[config.mk]
export PLATFORM = sky130hd
export DESIGN_NAME = seg7_scan_driver
export DESIGN_NICKNAME = d
export VERILOG_FILES = /design/src/rtl/seg7_pkg.sv /design/src/rtl/seg7_bcd_lut.sv /design/src/rtl/seg7_scan_driver.sv
export SDC_FILE = /design/constraint.sdc
export NUM_CORES = 1
export LEC_CHECK = 0
export CAP_MARGIN = 20
export CORE_AREA = 2 2 150 93
export CTS_CLUSTER_DIAMETER = 120
export DETAILED_ROUTE_END_ITERATION = 6
export DIE_AREA = 0 0 152 95
export HOLD_SLACK_MARGIN = 0.08
export PLACE_DENSITY_LB_ADDON = 0.08
export SYNTH_ARGS = -nofsm -noshare
export SYNTH_HDL_FRONTEND = slang
export SYNTH_SLANG_ARGS = --single-unit
[constraint.sdc]
create_clock -name clk -period 3.54 [get_ports clk]
set_input_delay 0.354 -clock clk [delete_from_list [all_inputs] [get_ports clk]]
set_output_delay 0.354 -clock clk [all_outputs]
set_load 0.01 [all_outputs]
[src/rtl/seg7_pkg.sv]
// seg7_pkg: segment vector type, blank codes and BCD decode shared by the scan driver.
package seg7_pkg;
    typedef logic [6:0] seg_t;
    localparam seg_t       SEG_BLANK = 7'h7F;
    localparam logic [3:0] BCD_BLANK = 4'hF;
    localparam seg_t       SEG_0     = 7'b0000001;
    localparam seg_t       SEG_1     = 7'b1001111;
    localparam seg_t       SEG_2     = 7'b0010010;
    localparam seg_t       SEG_3     = 7'b0000110;
    localparam seg_t       SEG_4     = 7'b1001100;
    localparam seg_t       SEG_5     = 7'b0100100;
    localparam seg_t       SEG_6     = 7'b0100000;
    localparam seg_t       SEG_7     = 7'b0001111;
    localparam seg_t       SEG_8     = 7'b0000000;
    localparam seg_t       SEG_9     = 7'b0000100;

    // Codes A..F render as a dark digit.
    function automatic seg_t bcd_to_seg(input logic [3:0] d);
        case (d)
            4'd0:    return SEG_0;
            4'd1:    return SEG_1;
            4'd2:    return SEG_2;
            4'd3:    return SEG_3;
            4'd4:    return SEG_4;
            4'd5:    return SEG_5;
            4'd6:    return SEG_6;
            4'd7:    return SEG_7;
            4'd8:    return SEG_8;
            4'd9:    return SEG_9;
            default: return SEG_BLANK;
        endcase
    endfunction
endpackage

[src/rtl/seg7_bcd_lut.sv]
// seg7_bcd_lut: combinational BCD digit to active-low {a..g} segment pattern.
module seg7_bcd_lut
    import seg7_pkg::*;
(
    input  logic [3:0] i_bcd,
    output seg_t       o_seg
);
    assign o_seg = bcd_to_seg(i_bcd);
endmodule

[src/rtl/seg7_scan_driver.sv]
// seg7_scan_driver: time-multiplexed common-anode 7-segment driver with per-frame input snapshot.
// Define LEADING_ZERO_BLANK_EN to blank leading zero digits at snapshot time.
module seg7_scan_driver
    import seg7_pkg::*;
#(
    parameter int NUM_DIGITS   = 6,
    parameter int SCAN_DIV     = 50000,
    parameter int BLANK_CYCLES = 4
) (
    input  logic                    clk,
    input  logic                    rst_n,
    input  logic                    en,
    input  logic [4*NUM_DIGITS-1:0] bcd_in,
    input  logic [NUM_DIGITS-1:0]   dp_in,
    output logic [6:0]              seg,
    output logic                    dp,
    output logic [NUM_DIGITS-1:0]   an,
    output logic                    frame_start
);
    localparam int CW = $clog2(SCAN_DIV);
    localparam int IW = NUM_DIGITS > 1 ? $clog2(NUM_DIGITS) : 1;

    logic [CW-1:0]           r_cnt;
    logic [IW-1:0]           r_idx;
    logic [4*NUM_DIGITS-1:0] r_shadow_bcd;
    logic [NUM_DIGITS-1:0]   r_shadow_dp;
    seg_t                    r_seg;
    logic                    r_dp;
    logic [NUM_DIGITS-1:0]   r_an;
    logic                    r_frame_start;

    logic                    w_cnt_last;
    logic                    w_idx_last;
    logic                    w_snap;
    logic                    w_slot;
    logic [3:0]              w_digit;
    seg_t                    w_seg;
    logic [NUM_DIGITS-1:0]   w_an_on;
    logic [4*NUM_DIGITS-1:0] w_snap_bcd;

    assign w_cnt_last = r_cnt == CW'(SCAN_DIV - 1);
    assign w_idx_last = r_idx == IW'(NUM_DIGITS - 1);
    assign w_snap     = en && r_idx == '0 && r_cnt == '0;
    assign w_slot     = en && r_cnt >= CW'(BLANK_CYCLES);
    assign w_digit    = r_shadow_bcd[{r_idx, 2'b00} +: 4];
    assign w_an_on    = ~(NUM_DIGITS'(1) << r_idx);

`ifdef LEADING_ZERO_BLANK_EN
    // Walk down from the top digit; zeros stay blank until the first nonzero code. Digit 0 always shows.
    always_comb begin
        logic w_lead;
        w_snap_bcd = bcd_in;
        w_lead     = 1'b1;
        for (int i = NUM_DIGITS - 1; i >= 1; i--) begin
            w_lead = w_lead && bcd_in[4*i +: 4] == 4'd0;
            if (w_lead) w_snap_bcd[4*i +: 4] = BCD_BLANK;
        end
    end
`else
    assign w_snap_bcd = bcd_in;
`endif

    seg7_bcd_lut u_lut (
        .i_bcd (w_digit),
        .o_seg (w_seg)
    );

    always_ff @(posedge clk or negedge rst_n) begin
        if (!rst_n) begin
            r_cnt         <= '0;
            r_idx         <= '0;
            r_shadow_bcd  <= {NUM_DIGITS{BCD_BLANK}};
            r_shadow_dp   <= '0;
            r_seg         <= SEG_BLANK;
            r_dp          <= 1'b1;
            r_an          <= '1;
            r_frame_start <= 1'b0;
        end else begin
            if (en) begin
                r_cnt <= w_cnt_last ? '0 : r_cnt + 1'b1;
                if (w_cnt_last) r_idx <= w_idx_last ? '0 : r_idx + 1'b1;
            end
            if (w_snap) begin
                r_shadow_bcd <= w_snap_bcd;
                r_shadow_dp  <= dp_in;
            end
            r_frame_start <= w_snap;
            r_an          <= w_slot ? w_an_on : '1;
            r_seg         <= w_slot ? w_seg : SEG_BLANK;
            r_dp          <= w_slot ? ~r_shadow_dp[r_idx] : 1'b1;
        end
    end

    assign seg         = r_seg;
    assign dp          = r_dp;
    assign an          = r_an;
    assign frame_start = r_frame_start;
endmodule

# Word level (Yosys, flattened, before mapping)

Memories as Yosys holds them, arrays and structs flattened.
Cells that the tools add are included.

Shift-type cells: 2
Bitwise logic cells: 2
Reductions and logical operators: 6
Add/sub/neg operators: 2
Muxes and demuxes: 7
Order comparisons: 2
Eq/ne operators: 2

Operators by type and width:

| cell                                                 | number |
|---|---|
| variable part select 24 x 6 -> 4 bit                 | 1 |
| adder 16 x 1 -> 16 bit, second input constant        | 1 |
| equality test 16 bit, second input constant          | 1 |
| >= comparator 16 x 3 -> 1 bit, second input constant | 1 |
| zero test 16 bit                                     | 1 |
| 2-to-1 mux 16 bit                                    | 1 |
| 2-to-1 mux 7 bit                                     | 1 |
| 2-to-1 mux 6 bit                                     | 1 |
| NOT 6 bit                                            | 1 |
| << shifter 1 x 3 -> 6 bit, first input constant      | 1 |
| < comparator 3 x 4 -> 1 bit, second input constant   | 1 |
| adder 3 x 1 -> 3 bit, second input constant          | 1 |
| binary-select mux 1 bit (select 3 bit)               | 1 |
| equality test 3 bit, second input constant           | 1 |
| logical AND 1 bit                                    | 3 |
| zero test 3 bit                                      | 1 |
| 2-to-1 mux 3 bit                                     | 1 |
| 2-to-1 mux 1 bit                                     | 2 |
| AND reduction 2 bit                                  | 1 |
| NOT 1 bit                                            | 1 |

Input port bits: 33
Memories kept: 1
Bits in read-only memories: 112
Output and inout port bits: 15
Register bits after elaboration: 64
Logic and storage cells: 32

Memories:

| name            | depth | bits a word | read ports | clocked after memory_dff | wr ports | line           | source |
|---|---|---|---|---|---|---|---|
| (no name shown) | 16    | 7           | 1          | 0                        | 0        | seg7_pkg.sv:19 | `case (d)` |

# Logic depth before layout (Yosys ltp)

Word-level depth: 4
Gate-level depth with buffers: 10
Mapped depth without buffers: 8

# By module

From an unflattened synthesis, not the netlist that was laid out.

Cell total of the unflattened synthesis: 251
Area total of the unflattened synthesis: 3067.9 sq um

Modules (own cells, without submodules):

| module           | seq. area each (sq um) | times used | cells each | area each (sq um) |
|---|---|---|---|---|
| seg7_scan_driver | 1649.1                 | 1          | 218        | 2857.7 |
| seg7_bcd_lut     | 0.0                    | 1          | 33         | 210.2 |

# Worst setup path before layout

No wires, ideal clock.

Path kind: reg-to-reg
Start point: register r_idx[0]
End point: register r_seg[5] (netlist: seg[5])
Cell stages (with the launch flop): 11
Period minus slack after synthesis: 2062 ps
Data arrival time: 1985 ps
Buffers on the path: 3
Data required time: 3463 ps
Slack: 1478 ps
Library setup time: 77 ps
Cell sequence: dfrtp_1 -> clkbuf_2 -> buf_6 -> buf_2 -> mux2i_1 -> o221ai_1 -> inv_1 -> ha_1 -> o21ai_0 -> nand2_1 -> a21o_1

Cells in the longest elaborated chain, start to end: 3

RTL lines:

| element                              | line                   | source |
|---|---|---|
| start, declared                      | seg7_scan_driver.sv:24 | `logic [IW-1:0] r_idx;` |
| start signal, assigned               | seg7_scan_driver.sv:81 | `if (w_cnt_last) r_idx <= w_idx_last ? '0 : r_idx + 1'b1;` |
| variable part select 24 x 6 -> 4 bit | seg7_scan_driver.sv:45 | `assign w_digit = r_shadow_bcd[{r_idx, 2'b00} +: 4];` |
| memory read (16 x 7 bit)             | n/a                    |  |
| 2-to-1 mux 7 bit                     | seg7_scan_driver.sv:89 | `r_seg <= w_slot ? w_seg : SEG_BLANK;` |
| end signal, assigned                 | seg7_scan_driver.sv:89 |  |
| end, declared                        | seg7_scan_driver.sv:27 | `seg_t r_seg;` |

Every way passes these cells.
A chain may end at the register's enable or synchronous reset.

# Worst setup path after layout

Start point: register r_idx[0]
End point: register r_seg[2] (netlist: seg[2])

The elaborated chain is that of the path after synthesis.

==> parameters.txt <==
Parameter                              Value

Yosys
  Most used flip-flop cell after synthesis ... sky130_fd_sc_hd__dfstp_2
  Leading cell types by total area after synthesis ... sky130_fd_sc_hd__dfstp_2 31%, sky130_fd_sc_hd__dfrtp_1 20%, sky130_fd_sc_hd__mux2_4 14%, sky130_fd_sc_hd__mux2i_1 4.4%, sky130_fd_sc_hd__ha_1 3.5%
  Top-count cell post-synth ... sky130_fd_sc_hd__dfstp_2
  Portion of synthesized cell area occupied by the leading cell type ... a little under a third
  Warnings, synthesis ... 0
  Syn_area_per_cell ... about 13 um2
  Netlist cell types ... 42
  Syn Std Cell Area ... 0.00320 mm2
  Net count after synthesis ... roughly 290
  Share of synthesized registers carrying an async set or reset ... 100%
  Flip-flop and latch count after synthesis ... between 60 and 70
  Number of flops mapped to enable cells by yosys ... 0
  Top post-synthesis cells by count ... 38 x sky130_fd_sc_hd__dfstp_2, 29 x sky130_fd_sc_hd__mux2_4, 26 x sky130_fd_sc_hd__dfrtp_1
  Seq/Total Area, Yosys ... between 50% and 60%
  Number of instances in the synthesized netlist ... between 200 and 300
  Cell accounting for the most synthesized area ... sky130_fd_sc_hd__dfstp_2

Timing
  Min Hold Slack ... roughly 0.14 ns
  Max-slew violation total from the final report ... 0
  Sum of negative setup slack ... 0 ns
  Worst-Margin Slew ... approximately 1.1 ns
  Setup skew after layout ... slightly above 0.009 ns
  Number of hold violations in the final report ... 0
  Highest Clock Rate ... ~380 MHz
  Final worst slack ... between 0.9 and 1 ns
  Final setup violating endpoints ... 0
  Ratio of final minimum period to clock period ... between 70% and 80%
  Unrepaired setup endpoints after global routing ... no
  Headroom to the max-slew limit ... between 20% and 30%
  Post-layout min period ... roughly 2.6 ns

Run status
  Run status ... completed

Setup path
  Data required time of the critical path ... 3.81 ns
  Kind of critical path ... reg -> reg
  Type of destination of the critical path ... flop
  Critical Path Fanout Max ... 8
  Startpoint of the most critical register-to-register path ... r_idx[0]
  Critical path launch point type ... flop
  CP startpoint ... r_idx[0]
  Critical path arrival ... between 2 and 3 ns

Global route
  Maximum number of pins on one net before global-route repair ... 38
  First-pass GRT wire length ... between 10,000 and 15,000 um
  Vias in the first global route ... approximately 2,100
  Global route total overflow ... 0
  Gr usage total ... around 12%
  Antenna violations before repair ... 0

Power and ir drop
  Static Leakage ... roughly 1.8 nW
  Switching power share of the total ... between 20% and 30%
  Internal cell power ... around 0.0016 W
  Reg power frac ... between 40% and 50%
  Power density normalized to cell area ... about 510 mW/mm2
  Combinational Power Share ... around 13%
  Net switching power of the design ... between 0.0005 and 0.0006 W
  Peak supply drop ... roughly 0.19 mV
  Clk pwr share ... between 40% and 50%

Place
  Place WS ... between 0.8 and 0.9 ns
  Count of buffers inserted at the top-level ports ... 47
  Placed wire-length estimate ... 5460 um
  Placed cells ... about 470
  Global placement routability congestion ... around 0.76

Clocking
  Number of H-tree branching levels ... 3
  Hold buffers post-CTS ... 0
  Buffers inserted by post-CTS timing repair ... 0
  Post-cts repair resize count ... 0
  Cell chosen for the clock root ... sky130_fd_sc_hd__clkbuf_16
  Clock latency reported for the late side of the worst-skew pair ... roughly 0.33 ns
  TritonCTS Buffers ... 9
  TritonCTS clock tree ... built
  Clock Path Buffers ... 2
  Number of clock sinks ... 64
  Reg clk slew, reported paths ... around 0.05 ns

Die
  Cell Rows ... 33
  Initial Utilization ... 24.2%
  Placeable Area ... about 0.013 mm2
  Die Footprint ... ~0.014 mm2
  Number of top-level design ports ... 48
  Overall die height ... about 95 um
  Horizontal die dimension ... 152 um

Job
  Max-cap violation count ... 0

Final layout
  Layout cells sized above 1 ... 32.6%
  Filler cell count in the final layout ... about 1,300
  Number of antenna diodes ... 0
  Net count reported at finish ... between 300 and 400
  Final instance count without filler cells ... roughly 490
  Area added between synthesis and finish ... 29.2%

Route
  Routed vias/inst ... a little over 4
  Drt first pass iters ... 4
  Routed via count ... 2,012
  # DRC ... 0
  Number of design-rule violations left by the first detailed-router iteration ... 88
  Number of antenna-violating nets in the routed design ... 0
  WL final ... between 7000 and 8000 um
  Routed len/inst ... 15.9 um

Worst hold path
  Classification of the worst-slack hold path ... in -> async
[worst max-delay path: stages (launching register included)]
cell and delay [ns]:
sky130_fd_sc_hd__dfrtp_1 0.58, sky130_fd_sc_hd__buf_4 0.24, sky130_fd_sc_hd__mux2i_1 0.22, sky130_fd_sc_hd__nor2_1 0.06, sky130_fd_sc_hd__nor3_1 0.58, sky130_fd_sc_hd__inv_1 0.29
sky130_fd_sc_hd__ha_1 0.26, sky130_fd_sc_hd__o21ai_0 0.07, sky130_fd_sc_hd__o211ai_1 0.11, sky130_fd_sc_hd__nand3_1 0.13
[registers in the layout, indices dropped and copies added (netlist names)]
signal,flops
an,6
dp,1
frame_start,1
r_cnt,16
r_idx,3
r_shadow_bcd,24
r_shadow_dp,6
seg,7
[layer usage]
layer	part of all wire, %	routed length, um	vias up	GRT usage, %
met2	34	2630	44	13.1
met3	5.3	406	6	4.59
met4	0.92	71	0	3.74
li1	-	-	983	-
met1	60	4590	979	18.5
met5	0	0	-	0
[through the flow]
stage               total power, W  utilization (%)  instance area [um2]
floorplan                  0.00101                -                 3200
global placement           0.00116             28.8                 3820
detailed placement         0.00116             28.8                 3820
CTS                        0.00213             31.2                 4140
global route               0.00220             31.2                 4140
finish                     0.00209             31.2                 4140
[power groups by stage]
stage | Combinational [W] | Clock, W | Sequential [W]
4_1_cts | 0.000275 | 0.000980 | 0.000875
3_3_place_gp | 0.000273 | 0 | 0.000886
5_1_grt | 0.000299 | 0.00101 | 0.000884
3_5_place_dp | 0.000272 | 0 | 0.000884
6_report | 0.000269 | 0.000951 | 0.000872
2_1_floorplan | 0.000126 | 0 | 0.000881
[final timing paths]
check / to / depth (start not counted) / slack (ns)
min: r_cnt[2] / 1 / 0.14
min reg2reg: r_shadow_dp[5] / 1 / 0.51
min in group clk: r_shadow_dp[5] / 1 / 0.51
max reg2reg: seg[2] / 9 / 0.94
max in group asynchronous: an[0] / 2 / 2.56
max: seg[2] / 9 / 0.94
[layout make-up]
class                   instances  area (um2)  area share, %
clock buffers                  13         250           6.05
clock inverters                 3        65.1           1.57
inverters                       8        30.0          0.726
multi-input cells             169        1410           34.2
flip-flops and latches         64        1650           39.9
well taps                     175         219           5.29
repair buffers                 53         510           12.3
[cells in the final DEF, fill, tap and decap left out, types with 4 or more instances in the layout]
cell	n
sky130_fd_sc_hd__mux2i_1	14
sky130_fd_sc_hd__o21ai_0	6
sky130_fd_sc_hd__xnor2_1	7
sky130_fd_sc_hd__ha_1	9
sky130_fd_sc_hd__mux2_2	4
sky130_fd_sc_hd__clkbuf_16	9
sky130_fd_sc_hd__nor3_1	4
sky130_fd_sc_hd__buf_4	6
sky130_fd_sc_hd__nand2_1	18
sky130_fd_sc_hd__a21oi_1	5
sky130_fd_sc_hd__nand3_1	12
sky130_fd_sc_hd__xor2_1	9
sky130_fd_sc_hd__mux2_4	29
sky130_fd_sc_hd__dfstp_2	38
sky130_fd_sc_hd__nand4_1	4
sky130_fd_sc_hd__dfrtp_1	26
sky130_fd_sc_hd__nor2_1	19
sky130_fd_sc_hd__clkdlybuf4s50_1	46
sky130_fd_sc_hd__inv_1	8
[cell families (layout without fill, tap and decap cells)]
family | Yosys count | count (layout) | share of synthesized area [%]
mux | 48 | 48 | 20.1
fa+ha+maj | 9 | 9 | 3.52
xor+xnor | 16 | 16 | 4.38
compound gates | 19 | 19 | 3.52
flops | 64 | 64 | 51.5
buf+inv | 19 | 77 | 4.38
simple gates | 77 | 77 | 12.6
No activity file was read; power rests on OpenSTA's default activity.
